==> src/rtl/priority_encoder8x3_pkg.sv <==
// Shared types and helpers for the 8-to-3 priority encoder.
// Holds the FSM state enum, the width constants and the index-to-one-hot helper.
package priority_encoder8x3_pkg;

    localparam int PE_N = 8;
    localparam int PE_W = 3;

    typedef enum logic {
        PE_IDLE,
        PE_PRESENT
    } pe_state_t;

    function automatic logic [PE_N-1:0] onehot3(input logic [PE_W-1:0] idx);
        logic [PE_N-1:0] r;
        r      = '0;
        r[idx] = 1'b1;
        return r;
    endfunction

endpackage

==> src/rtl/priority_encoder8x3_if.sv <==
// Request/handshake bundle of the priority encoder.
// master: encoder side (takes i_req/i_ready, drives o_*); slave: consumer side.
interface priority_encoder8x3_if;
    import priority_encoder8x3_pkg::*;

    logic [PE_N-1:0] i_req;
    logic            i_ready;
    logic            o_valid;
    logic [PE_W-1:0] o_code;
    logic            o_multi;
    logic [PE_N-1:0] o_pending;
    logic            o_overrun;

    modport master (
        input  i_req,
        input  i_ready,
        output o_valid,
        output o_code,
        output o_multi,
        output o_pending,
        output o_overrun
    );

    modport slave (
        output i_req,
        output i_ready,
        input  o_valid,
        input  o_code,
        input  o_multi,
        input  o_pending,
        input  o_overrun
    );

endinterface

==> src/rtl/priority_encoder8x3_sel.sv <==
// Combinational priority selector over the pending vector.
// Ports: pend (in 8), idx (out 3), any (out 1), multi (out 1, more than one bit set).
module prio_sel8x3
    import priority_encoder8x3_pkg::*;
#(
    parameter bit LOW_FIRST = 1'b1
) (
    input  logic [PE_N-1:0] pend,
    output logic [PE_W-1:0] idx,
    output logic            any,
    output logic            multi
);

    always_comb begin
        idx   = '0;
        any   = |pend;
        // Clearing the lowest set bit leaves something only if two or more were set.
        multi = |(pend & (pend - PE_N'(1)));
        if (LOW_FIRST) begin
            // Scan downward so the lowest set index is written last.
            for (int i = PE_N - 1; i >= 0; i--) begin
                if (pend[i]) begin
                    idx = PE_W'(i);
                end
            end
        end else begin
            for (int i = 0; i < PE_N; i++) begin
                if (pend[i]) begin
                    idx = PE_W'(i);
                end
            end
        end
    end

endmodule

==> src/rtl/priority_encoder8x3.sv <==
// Registered 8-to-3 priority encoder with sticky capture and valid/ready output.
// Ports: clk, rst (sync, active-high), bus (master): i_req, i_ready -> o_valid, o_code, o_multi, o_pending, o_overrun.
module priority_encoder8x3
    import priority_encoder8x3_pkg::*;
#(
    parameter bit EDGE_MODE = 1'b0,
    parameter bit LOW_FIRST = 1'b1
) (
    input logic                  clk,
    input logic                  rst,
    priority_encoder8x3_if.master bus
);

    pe_state_t       state;
    logic [PE_N-1:0] pend;
    logic [PE_N-1:0] req_q;
    logic [PE_N-1:0] set;
    logic [PE_N-1:0] clr;
    logic [PE_N-1:0] pend_n;
    logic            valid_q;
    logic [PE_W-1:0] code_q;
    logic            multi_q;
    logic            ovr_q;
    logic [PE_W-1:0] sel_idx;
    logic            sel_any;
    logic            sel_multi;

    prio_sel8x3 #(
        .LOW_FIRST(LOW_FIRST)
    ) u_sel (
        .pend (pend),
        .idx  (sel_idx),
        .any  (sel_any),
        .multi(sel_multi)
    );

    always_comb begin
        set    = EDGE_MODE ? (bus.i_req & ~req_q) : bus.i_req;
        clr    = (valid_q && bus.i_ready) ? onehot3(code_q) : '0;
        // A capture on the bit being accepted keeps it pending.
        pend_n = (pend & ~clr) | set;
    end

    always_ff @(posedge clk) begin
        if (rst) begin
            state   <= PE_IDLE;
            pend    <= '0;
            req_q   <= '0;
            valid_q <= 1'b0;
            code_q  <= '0;
            multi_q <= 1'b0;
            ovr_q   <= 1'b0;
        end else begin
            req_q <= bus.i_req;
            pend  <= pend_n;
            if (|(set & pend & ~clr)) begin
                ovr_q <= 1'b1;
            end
            case (state)
                PE_IDLE: begin
                    if (sel_any) begin
                        code_q  <= sel_idx;
                        multi_q <= sel_multi;
                        valid_q <= 1'b1;
                        state   <= PE_PRESENT;
                    end
                end
                PE_PRESENT: begin
                    if (bus.i_ready) begin
                        valid_q <= 1'b0;
                        state   <= PE_IDLE;
                    end
                end
                default: begin
                    valid_q <= 1'b0;
                    state   <= PE_IDLE;
                end
            endcase
        end
    end

    assign bus.o_valid   = valid_q;
    assign bus.o_code    = code_q;
    assign bus.o_multi   = multi_q;
    assign bus.o_pending = pend;
    assign bus.o_overrun = ovr_q;

endmodule

==> src/flat_wrapper.sv <==
// flat-port wrapper written by rule: the top's interface ports become plain ports
module priority_encoder8x3_flat import priority_encoder8x3_pkg::*;
#(
    parameter bit EDGE_MODE = 1'b0,
    parameter bit LOW_FIRST = 1'b1
)
  (clk, rst, bus_i_req, bus_i_ready, bus_o_valid, bus_o_code, bus_o_multi, bus_o_pending, bus_o_overrun);
  priority_encoder8x3_if bus_i ();
  input logic clk;
  input logic rst;
  input wire logic [$bits(bus_i.i_req)-1:0] bus_i_req;
  input wire logic [$bits(bus_i.i_ready)-1:0] bus_i_ready;
  output wire logic [$bits(bus_i.o_valid)-1:0] bus_o_valid;
  output wire logic [$bits(bus_i.o_code)-1:0] bus_o_code;
  output wire logic [$bits(bus_i.o_multi)-1:0] bus_o_multi;
  output wire logic [$bits(bus_i.o_pending)-1:0] bus_o_pending;
  output wire logic [$bits(bus_i.o_overrun)-1:0] bus_o_overrun;
  assign bus_i.i_req = bus_i_req;
  assign bus_i.i_ready = bus_i_ready;
  assign bus_o_valid = bus_i.o_valid;
  assign bus_o_code = bus_i.o_code;
  assign bus_o_multi = bus_i.o_multi;
  assign bus_o_pending = bus_i.o_pending;
  assign bus_o_overrun = bus_i.o_overrun;
  priority_encoder8x3 #(.EDGE_MODE(EDGE_MODE), .LOW_FIRST(LOW_FIRST)) u_core (.clk(clk), .rst(rst), .bus(bus_i));
endmodule
==> config.mk <==
export PLATFORM = sky130hd
export DESIGN_NAME = priority_encoder8x3_flat
export DESIGN_NICKNAME = d
export VERILOG_FILES = /design/src/rtl/priority_encoder8x3_pkg.sv /design/src/rtl/priority_encoder8x3_if.sv /design/src/rtl/priority_encoder8x3_sel.sv /design/src/rtl/priority_encoder8x3.sv /design/src/flat_wrapper.sv
export SDC_FILE = /design/constraint.sdc
export NUM_CORES = 1
export LEC_CHECK = 0
export CORE_MARGIN = 8
export CORE_UTILIZATION = 51
export CTS_BUF_LIST = sky130_fd_sc_hd__clkbuf_8
export CTS_CLUSTER_DIAMETER = 150
export DETAILED_ROUTE_END_ITERATION = 16
export PLACE_DENSITY_LB_ADDON = 0.12
export SYNTH_ARGS = -nofsm -noshare
export SYNTH_HDL_FRONTEND = slang
export SYNTH_HIERARCHICAL = 1
export SYNTH_SLANG_ARGS = --single-unit
==> constraint.sdc <==
create_clock -name clk -period 3.8 [get_ports clk]
set_clock_uncertainty 0.1 [all_clocks]
set_input_delay 0.76 -clock clk [delete_from_list [all_inputs] [get_ports clk]]
set_output_delay 0.76 -clock clk [all_outputs]
set_load 0.03 [all_outputs]
* Word level (Yosys, flattened, before mapping)
Index checks and enable logic that the tools add are counted.
** Word-level totals
- Register bits after elaboration :: 15
- Input bits :: 11
- Output and inout bits :: 14
- Logic and storage cells :: 42
** Cells by class
- Add/sub/neg operators :: 1
- Order comparisons :: 2
- Equality and inequality tests :: 2
- Multiplexer cells :: 17
- Bitwise gates (word level) :: 7
- Reduce and logical (&&, ||, !) cells :: 7
** Operators by type and width (number)
- $and A8 B8 Y8 :: 4
- $mux W3 :: 8
- $reduce_or A8 Y1 :: 3
- $mux W8 :: 1
- $not A8 Y8 :: 1
- $or A8 B8 Y8 :: 1
- $sub A8 B1 Y8 const B :: 1
- $mux W1 :: 5
- $lt A3 B4 Y1 const B :: 1
- $pmux W1 S2 :: 2
- $reduce_and A2 Y1 :: 2
- $demux W1 S3 :: 1
- $ge A3 B1 Y1 const B :: 1
- $logic_and A1 B1 Y1 :: 2
- $ne A2 B1 Y1 const B :: 1
- $ne A2 B2 Y1 const B :: 1
- $not A1 Y1 :: 1

* Depth between registers and ports, before layout
- Word-level depth :: 8
- Depth in mapped cells :: 7
- Depth with buffers taken out :: 6

* Cells and area by module
The synthesis kept the hierarchy.
** Modules (own cells, without submodules)
- priority_encoder8x3 :: times used 1, cells an instance 82, area an instance 659.4 um^2, seq. area each 300.3 um^2
- prio_sel8x3 :: times used 1, cells an instance 22, area an instance 147.6 um^2, seq. area each 0.0 um^2

* Worst setup path before layout
Ideal clock, no wire load.
- Path type :: flip-flop to flip-flop
- From :: register u_core.pend[3] (netlist: u_core/bus.o_pending[3])
- To :: register u_core.code_q[2] (netlist: u_core/bus.o_code[2])
- Setup time :: 128 ps
- Data arrival time :: 1739 ps
- Data required time :: 3572 ps
- Slack :: 1833 ps
- Stages on the path, launching flop included :: 8
- Buffers on the path :: 1
- Clock period less this slack :: 1967 ps
- Cells stage by stage :: dfxtp_1 > or4_4 > nor3_1 > nand2_1 > nor2b_1 > clkbuf_1 > mux2i_1 > nor2_1
** On the way
- Elaborated cells between the ends (all ways) :: 6
- Classes of those cells :: mux: 4; reduce/logical: 2
** RTL lines
- start, declared :: RTL line priority_encoder8x3.sv:15 : logic [PE_N-1:0] pend;
- start signal, assigned :: RTL line priority_encoder8x3.sv:55 : pend <= pend_n;
- $reduce_or A8 Y1 :: RTL line priority_encoder8x3_sel.sv:16 : any = |pend;
- named net u_core.sel_any :: RTL line priority_encoder8x3.sv:25 : logic sel_any;
- $reduce_and A2 Y1 (no line)
- end signal, assigned :: RTL line priority_encoder8x3.sv:62 : code_q <= sel_idx;
- end, declared :: RTL line priority_encoder8x3.sv:21 : logic [PE_W-1:0] code_q;
The timed path passes the listed nets, and every way through them passes these cells.
A chain may end at the register's enable or synchronous reset.

* Worst setup path in the final report
- From :: register u_core.code_q[0] (netlist: u_core/bus.o_code[0])
- To :: output bus_o_code[0]
** RTL lines
- end, declared :: RTL line flat_wrapper.sv:14 : output wire logic [$bits(bus_i.o_code)-1:0] bus_o_code;
No word-level cell between the ends.

==> insert_results.sql <==
INSERT INTO impl_metrics (metric_group, metric, value, unit) VALUES
('route', 'routed_via_density', '5.859', ''),
('placement', 'gp_routability_congestion', '0.8137', ''),
('route', 'totalWireLength', '2045', 'µm'),
('setup_path', 'worst_path_dominant_cell_family', 'buffers and inverters', ''),
('sta', 'rsz0062_at_grt', 'false', ''),
('cts', 'post_cts_resized', '0', ''),
('route', 'firstDrtPassIters', '4', ''),
('placement', 'buffer_ports.inserted', '24', ''),
('cts', 'postCtsSetupRepairBufs', '0', ''),
('route', 'drt_iter0_drc', '21', ''),
('global_route', 'track_usage', '12.53', '%'),
('placement', 'worst_slack_at_placement', '1.347', 'ns'),
('cells_and_area', 'multi_input_comb_area', '464.2', 'µm²'),
('setup_path', 'worst-setup-path-type', 'reg -> out', ''),
('power_and_ir_drop', 'post-layout-total-power', '0.4312', 'mW'),
('sta', 'final_period_minus_worst_setup_slack', '2.426', 'ns'),
('power_and_ir_drop', 'max_vdd_drop', '0.2814', 'mV'),
('logic_synthesis', 'synthesis.area', '807.0', 'µm²'),
('global_route', 'antenna_violations_before_repair', '0', ''),
('logic_synthesis', 'synth_area_per_cell', '7.760', 'µm²'),
('setup_path', 'crit_path_max_fanout', '13', ''),
('power_and_ir_drop', 'p_clk_share', '29.0', '%'),
('power_and_ir_drop', 'power.share.switching', '31.51', '%'),
('cells_and_area', 'fin_cells', '142', ''),
('cts', 'post_cts_hold_buffer_count', '0', ''),
('power_and_ir_drop', 'internal_power', '0.2953', 'mW'),
('global_route', 'first_global_vias', '795', ''),
('logic_synthesis', 'synth.most_common_cell', 'sky130_fd_sc_hd__nor2_1', ''),
('cells_and_area', 'fill_count', '115', ''),
('placement', 'place_hpwl', '1473', 'µm'),
('floorplanning', 'row_count', '14', ''),
('cells_and_area', 'nets', '138', ''),
('setup_path', 'chain_of_cells_forming_the_critical_path', 'clkdlybuf4s50_1', ''),
('logic_synthesis', 'number_of_enable_type_register_cells_in_the_synthesized_netlist', '0', ''),
('cells_and_area', 'drive_gt1_share', '3.968', '%'),
('floorplanning', 'die_area', '3111', 'µm²'),
('route', 'dr_total_vias', '832', ''),
('sta', 'report.final.slew_viol_count', '0', ''),
('sta', 'report.final.setup_viol', '0', ''),
('sta', 'timing.fmax', '412.2', 'MHz'),
('floorplanning', 'die_x', '55.78', 'µm'),
('setup_path', 'worst_setup_sp_type', 'register', ''),
('run', 'maxCapViolations', '0', ''),
('floorplanning', 'die_height', '55.78', 'µm'),
('setup_path', 'critical_path.max_stage_delay', '0.75', 'ns'),
('cts', 'cts_made_buffers', '3', ''),
('cts', 'clock-root-buffer', 'sky130_fd_sc_hd__clkbuf_8', ''),
('logic_synthesis', 'synth_sequential_area_ratio', '37.21', '%'),
('logic_synthesis', 'synth_cell_types', '30', ''),
('cts', 'worstSkewPairLatency', '0.24', 'ns'),
('worst_hold_path', 'hold_class', 'reg -> reg', ''),
('route', 'antenna_left', '0', ''),
('logic_synthesis', 'synth_flop_cell', 'sky130_fd_sc_hd__dfxtp_1', ''),
('setup_path', 'worstSetupStartpoint', 'u_core/bus.o_code[0]', ''),
('setup_path', 'crit_required', '2.94', 'ns'),
('status', 'run_status', 'complete, no violations', ''),
('floorplanning', 'initial_core_util', '54.20', '%'),
('power_and_ir_drop', 'leakage_power', '0.4241', 'nW'),
('placement', 'dpl-instance-area', '1040', 'µm²'),
('logic_synthesis', 'synth_commonest_cells', 'sky130_fd_sc_hd__nor2_1, sky130_fd_sc_hd__a21oi_1, sky130_fd_sc_hd__dfxtp_1', ''),
('floorplanning', 'core_region_area', '1489', 'µm²'),
('setup_path', 'buffering_stage_count_on_the_worst_path_with_inverters_included', '1', ''),
('setup_path', 'worst_setup_path_end_kind', 'output pin', ''),
('cts', 'maximum_buffer_depth_of_the_clock_tree', '2', ''),
('sta', 'worst_slack', '1.374', 'ns'),
('logic_synthesis', 'synthesis.instances', '104', ''),
('global_route', 'overflow', '0', ''),
('global_route', 'grt_first_pass_wirelength', '3353', 'µm'),
('sta', 'final.setup.tns', '0', 'ns'),
('sta', 'timing.final.hold_violations', '0', ''),
('sta', 'timing.slew.headroom', '59.57', '%');
## sequential cells by signal (all words and copies together) (netlist names)
signal / cells
u_core/bus.o_valid: 1
u_core/bus.o_multi: 1
u_core/bus.o_code: 3
u_core/bus.o_pending: 8
u_core/state: 1
u_core/bus.o_overrun: 1
## path summary, 6_finish.rpt
kind / endpoint / slack [ns] / cells after the start
setup reg to reg: u_core/bus.o_code[0] / 1.87 / 6
setup / recovery: bus_o_code[0] / 1.37 / 1
hold / removal: u_core/bus.o_multi / 0.40 / 2
hold reg to reg: u_core/bus.o_multi / 0.40 / 2
## metrics by stage
| step | hold WS (ns) | utilization (%) |
|---|---|---|
| floorplan | 0.3832 | - |
| global placement | 0.3766 | 69.83 |
| detailed placement | 0.3899 | 69.83 |
| CTS | 0.4038 | 72.86 |
| global route | 0.4404 | 72.86 |
| finish | 0.4022 | 72.86 |
## logic make-up after synthesis
group,count (synthesis),synth area share [%]
and+or+nand+nor,46,28.53
AOI/OAI and AO/OA,28,22.79
DFF,15,37.21
buffers and inverters,10,5.270
muxes,4,4.961
adders and majority gates,1,1.240
## worst reg2reg max path: stages, from the launching register on
cell	delay, ns
sky130_fd_sc_hd__dfxtp_1	0.38
sky130_fd_sc_hd__or4_4	0.60
sky130_fd_sc_hd__nor3_1	0.16
sky130_fd_sc_hd__nand2_1	0.08
sky130_fd_sc_hd__nor2b_1	0.24
sky130_fd_sc_hd__mux2i_1	0.19
sky130_fd_sc_hd__nor2_1	0.05
## layout by cell type (no fill, tap or decap), drive strengths merged, types with 2 or more instances in the layout
cell type      netlist  layout
a31oi                4       4
or3b                 2       2
dfxtp               15      15
o21ai                3       3
clkbuf               4       3
inv                  4       5
nor2                16      16
a2111oi              2       2
a21oi               15      15
mux2i                4       4
nor3                 5       5
nor2b                2       2
nand3b               2       2
nand2                9       9
nand3                3       3
clkdlybuf4s50        0      24
nand2b               2       2
## cell type report
type	count	share of cell area, %
clock buffers	3	3.806
multi-input cells	79	42.79
inverters	4	1.384
flip-flops and latches	15	27.68
well taps	16	1.845
repair buffers	24	22.15
clock inverters	1	0.3460
## per-layer routing
layer  vias to the layer above  global-route usage (%)  wire, µm
li1                        413                       -         -
met5                         -                       0         0
met1                       399                   14.69       945
met3                         0                   3.653       108
met2                        20                   20.67       991
met4                         0                   4.930         0
## power by group through the flow
stage,combinational [mW],sequential [mW],clock [mW]
2_1_floorplan,0.0490,0.214,0
3_3_place_gp,0.110,0.197,0
3_5_place_dp,0.111,0.198,0
4_1_cts,0.111,0.195,0.126
5_1_grt,0.120,0.198,0.132
6_report,0.111,0.195,0.125
Note: power is estimated with default switching activity, not from simulation.
